<file path="src/rtl/mod_sub_pipe.sv">
// -----------------------------------------------------------------------------
// mod_sub_pipe
//
// Two-stage pipelined modular subtractor: c = (a - b) mod q for operands that
// are already reduced into [0, q). This is the subtract leg of a butterfly
// unit; the add leg is a separate combinational modular adder.
//
// Stage 1 registers the raw (W+1)-bit two's-complement difference and the
// modulus. Stage 2 applies a single conditional "+q" correction and holds the
// result on the output.
//
// Ports
//   clk_i        clock; all state updates on the rising edge
//   rst_i        synchronous active-high reset (clears the valid flags and err_o)
//   in_valid_i   operand triple present
//   in_ready_o   block accepts the triple this cycle (combinational from out_ready_i)
//   a_i          minuend, expected < q_i
//   b_i          subtrahend, expected < q_i
//   q_i          modulus, captured together with a_i / b_i
//   out_valid_o  result present
//   out_ready_i  consumer takes the result this cycle
//   c_o          (a - b) mod q
//   err_o        sticky operand-range error
//
// Handshake: a transfer happens on a rising edge where valid && ready are both
// high on that side. A producer holds its payload and valid until it sees the
// transfer; ready may depend combinationally on the downstream ready, and valid
// never depends on ready.
//
// Optional feature (compile-time macro MOD_SUB_RANGE_CHECK_EN):
//   defined   -> each accepted triple with a_i >= q_i or b_i >= q_i sets err_o,
//                which stays set until rst_i. The result of such a triple is
//                meaningless, but the handshake is unaffected.
//   undefined -> no comparators are built and err_o is tied to 0.
// -----------------------------------------------------------------------------
module mod_sub_pipe #(
  parameter int W = 23
) (
  input  logic         clk_i,
  input  logic         rst_i,
  input  logic         in_valid_i,
  output logic         in_ready_o,
  input  logic [W-1:0] a_i,
  input  logic [W-1:0] b_i,
  input  logic [W-1:0] q_i,
  output logic         out_valid_o,
  input  logic         out_ready_i,
  output logic [W-1:0] c_o,
  output logic         err_o
);

  // Stage 1 state
  logic [W:0]   d1;   // {0,a} - {0,b}; the MSB is set when a < b
  logic [W-1:0] q1;
  logic         v1;

  // Stage 2 can take new contents whenever it is empty or being drained.
  logic s2_load;
  assign s2_load = !out_valid_o || out_ready_i;

  // Stage 1 can take a new triple when it is empty or moving on into stage 2.
  assign in_ready_o = !v1 || s2_load;

  // Correction: a borrow means the true difference lies in (-q, 0). Adding q
  // brings it into (0, q). That value fits in W bits, so the carry out of the
  // W-bit sum is dropped on purpose.
  logic [W-1:0] c_next;
  always_comb begin
    c_next = d1[W-1:0];
    if (d1[W]) begin
      c_next = d1[W-1:0] + q1;
    end
  end

  // Valid flags are the only pipeline state that is reset.
  always_ff @(posedge clk_i) begin
    if (rst_i) begin
      v1          <= 1'b0;
      out_valid_o <= 1'b0;
    end else begin
      if (in_ready_o) begin
        v1 <= in_valid_i;
      end
      if (s2_load) begin
        out_valid_o <= v1;
      end
    end
  end

  // Data registers carry no reset. They only capture when a real transaction
  // moves, which keeps the data path quiet while the pipeline idles.
  always_ff @(posedge clk_i) begin
    if (in_ready_o && in_valid_i) begin
      d1 <= {1'b0, a_i} - {1'b0, b_i};
      q1 <= q_i;
    end
    if (s2_load && v1) begin
      c_o <= c_next;
    end
  end

`ifdef MOD_SUB_RANGE_CHECK_EN
  // Sticky flag: any accepted out-of-range operand sets it until reset.
  logic range_bad;
  assign range_bad = (a_i >= q_i) || (b_i >= q_i);

  always_ff @(posedge clk_i) begin
    if (rst_i) begin
      err_o <= 1'b0;
    end else if (in_valid_i && in_ready_o && range_bad) begin
      err_o <= 1'b1;
    end
  end
`else
  assign err_o = 1'b0;
`endif

endmodule

</file>
<file path="config.mk">
export PLATFORM = sky130hd
export DESIGN_NAME = mod_sub_pipe
export DESIGN_NICKNAME = d
export VERILOG_FILES = /design/src/rtl/mod_sub_pipe.sv
export SDC_FILE = /design/constraint.sdc
export NUM_CORES = 1
export LEC_CHECK = 0
export ABC_AREA = 1
export BUFFER_PORTS_ARGS = -buffer_cell sky130_fd_sc_hd__buf_2
export CORE_MARGIN = 2
export CORE_UTILIZATION = 52
export DETAILED_ROUTE_END_ITERATION = 10
export PLACE_DENSITY_LB_ADDON = 0.05
export SLEW_MARGIN = 20
export SYNTH_ARGS = -nofsm -noshare
export SYNTH_HDL_FRONTEND = slang
export SYNTH_SLANG_ARGS = --single-unit
</file>
<file path="constraint.sdc">
create_clock -name clk_i -period 2 [get_ports clk_i]
set_input_delay 0.4 -clock clk_i [delete_from_list [all_inputs] [get_ports clk_i]]
set_output_delay 0.4 -clock clk_i [all_outputs]
set_load 0.1 [all_outputs]
</file>
# Yosys cells after proc, flatten, opt, wreduce, memory -nomap -nowiden
# Index checks and enable logic that the tools add are counted.
# classes
n_addsub	2
mux	1
reduce_logical	6
# ops
operator	n
23-bit by 23-bit subtractor with 24-bit output	1
23-bit adder	1
23-bit two-way mux	1
1-bit logical AND	2
1-bit zero test	2
1-bit logical OR	2
# word_totals
ff_bits	72
wordCells	14
inputBits	73
out_inout_bits	26

# Depth between registers and ports, before layout
# depth
depth_word	4
mapped_depth	14
mapped_depth_nobuf	14

# Worst setup path before layout
# No wires, ideal clock.
# synth_timing
path_kind	register to register
from	reg out_valid_o
to	reg d1[0] (enable)
stages_incl_launch_ff	4
setup_ps	468
arrival_time_ps	2852
required_ps	1532
setup_slack_ps	-1320
n_path_buf	0
period_less_slack_ps	3320
cell_sequence	dfxtp_1 > nand3_1 > nand2_1 > inv_1
# synth_between
elab_chain_len	4
# synth_rtl
element	line	source
from (decl)	46	output logic out_valid_o,
from (signal assigned)	85	out_valid_o <= v1;
1-bit zero test	59	assign s2_load = !out_valid_o || out_ready_i;
1-bit logical OR	59	
1-bit logical OR	62	assign in_ready_o = !v1 || s2_load;
net in_ready_o	42	output logic in_ready_o,
1-bit logical AND	93	if (in_ready_o && in_valid_i) begin
to (signal assigned)	94	d1 <= {1'b0, a_i} - {1'b0, b_i};
to (decl)	53	logic [W:0] d1;
# The timed path passes the listed nets, and every way through them passes these cells.
# A chain may end at the register's enable or synchronous reset.

# Worst setup path in the final report
# layout_timing
from	reg d1[6]
to	reg c_o[20], data pin
# layout_between
elab_chain_len	2
# layout_rtl
element	line	source
23-bit adder	71	c_next = d1[W-1:0] + q1;
23-bit two-way mux	70	if (d1[W]) begin
net c_next[20]	67	logic [W-1:0] c_next;
to (signal assigned)	98	c_o <= c_next;
to (decl)	48	output logic [W-1:0] c_o,
# The timed path passes the listed nets, and every way through them passes these cells.

==> impl_metrics.yaml <==
drt:
  drtIter0Drc: 316
  drtPass1Iterations: 4
  wire_per_inst_um: 14.1
  vias_per_cell: 5.10
  ant_nets: 0
  num_vias: 5311
  routed_wirelength_um: 14700
  route.detailed.drc: 0
placement:
  dp_hpwl_um: 11600
  pre_cts_ws_ps: -209
  placed_cell_area_um2: 6510
  gp_congestion: 0.946
  io_buffer_count: 97
power_and_ir_drop:
  ir_drop_mv: 0.430
  power_mw: 5.44
  leakage_nw: 3.60
  power_density_nw_per_um2: 762
sta:
  fmax_mhz: 500
  hold_viol: 0
  rsz0062_at_grt: "yes"
  slew_viol_final: 0
  finalCritPeriodShare_pct: 100
  max_slew_margin_pct: 65.8
  tightest_slew_ps: 508
  setup_ws_ps: 0.497
  finalSetupViolCount: 0
  fin_crit_ps: 2000
  skew_ps: 7.36
synthesis:
  ys_ff_latch: 72
  yosysMostFrequentCell: "nand2_1"
  netlist_instances: 741
  synth-edff-count: 70
  synth_area_um2: 5490
  synth.distinct_cells: 33
  ys_warn_count: 0
  yosysTopAreaCellShare_pct: 38.3
  synthArstFlopShare_pct: 0
  dominantRegCellSynth: "edfxtp_1"
  yosysTopAreaCell: "edfxtp_1"
  synth_fp_nets: 861
  synthTopCellsByCount: "nand2_1 (248), inv_1 (134), edfxtp_1 (70), nand3_1 (52), ha_1 (45)"
  synth_seq_area_share_pct: 39.1
  ys_top_cells_by_area: "edfxtp_1 (38%), nand2_1 (17%), ha_1 (10%)"
  postSynthAreaPerCell_um2: 7.40
layout:
  post-route-util_pct: 69.5
  layout.nets: 1020
  n_antenna_cell: 0
  area_delta_synth_final_pct: 30.2
  fin_area_um2: 7140
  layout-drive-gt1-share_pct: 26.6
global_routing:
  grt_pass1_wl_um: 22800
  track_usage_pct: 25.7
  grt_pass1_vias: 5087
  antenna_found_initial: 0
  grt_max_degree: 37
  overflow: 0
worst_setup_path:
  crit_required_ps: 2120
  startpoint: "d1[6]$_DFFE_PP_"
  critical_path_class: "flop to flop"
  crit_arrival_ps: 2120
  startpoint_type: "flop"
  end_kind: "flop"
  crit_fanout: 4
  regToRegStartpoint: "d1[6]$_DFFE_PP_"
floorplanning:
  die_h_um: 107
  rows: 37
  start_util_pct: 53.4
  coreArea_um2: 10300
  die-area_um2: 11400
  io_pins: 99
  die_x_um: 107
flow_run:
  drv_cap: 0
worst_hold_path:
  min_from: "rst_i"
  hold_path_class: "input pin to flop"
cts:
  cts_tree: "done"
  hold_buffers: 0
  clock-sinks: 72
  clkTransAtPathRegs_ps: 80
  htreeDepth: 3
  cts_buffers: 9
  cts_max_path_buffers: 2
  cts_root_buf: "clkbuf_8"
  clk_latency_ps: 350
status:
  status: "completed"
-- final cells by class --
class,count,area (um^2)
clock buffer,10,128
clock inverter,6,83.8
fill,865,3140
inverter,134,507
multi-input combinational,529,3180
sequential,72,2150
tap,136,170
timing repair buffer,154,930
-- critical path, cell delays in order (launching register included) --
cell	delay, ps
edfxtp_1	390
ha_1	380
nand2_1	150
nor2_1	240
nand2_1	90
nand3b_1	230
nand3_1	100
nand2_1	50
nand3_1	70
nand2_1	60
-- stage by stage --
step,std cells,hold slack [ps],TNS [ps]
5_1_grt,1041,206,-478
4_1_cts,1032,199,0
6_report,1041,210,0
2_1_floorplan,741,459,-8510
3_5_place_dp,1015,518,-1270
3_3_place_gp,1015,492,-860
-- kinds of logic after synthesis --
logic type / after synthesis / share of synthesized area [%]
buf+inv: 140 / 9.65
fa+ha+maj: 47 / 11.0
compound gates: 74 / 7.16
simple gates: 386 / 29.7
flops: 72 / 39.1
other cells: 1 / 0.0684
xor+xnor: 21 / 3.35
-- metal layers --
| metal | part of all wire (%) | GRT usage [%] |
|---|---|---|
| met1 | 40 | 30.1 |
| met2 | 52 | 48.5 |
| met3 | 5.5 | 2.92 |
| met4 | 2.3 | 8.16 |
| met5 | 0 | 0 |
-- final timing paths --
| check | slack, ps | cells after the start | endpoint |
|---|---|---|---|
| min reg2reg | 530 | 2 | out_valid_o$_SDFFE_PP0P_ |
| max | 0.5 | 9 | c_o[20]$_DFFE_PP_ |
| max reg2reg | 0.5 | 9 | c_o[20]$_DFFE_PP_ |
| min | 210 | 2 | v1$_SDFFE_PP0N_ |
-- sequential cells by signal, indices dropped and copies added, names as in the netlist --
register	count
c_o	23
q1	23
v1	1
d1	24
out_valid_o	1
-- cell usage in the layout, fill, tap and decap left out, drive strengths merged, types with 10 or more instances in the layout --
master	instances
nand2	253
buf	154
inv	133
edfxtp	70
nand3	53
nor2	46
ha	45
a21oi	44
o21ai	22
nand4	15
xnor2	13
clkbuf	10
-- repair_timing --
item / in CTS / in global routing
gates cloned: 0 / 0
gates resized for setup: 7 / 55
endpoints found under the setup margin: 5 / 16
pin swaps: 1 / 15
buffers inserted: 1 / 9
-- power breakdown --
| part | internal (mW) | switching [mW] |
|---|---|---|
| clock network | 0.695 | 0.540 |
| registers | 1.87 | 0.107 |
| logic | 0.826 | 1.41 |
| total | 3.39 | 2.05 |
(Power assumes the default switching activity.)
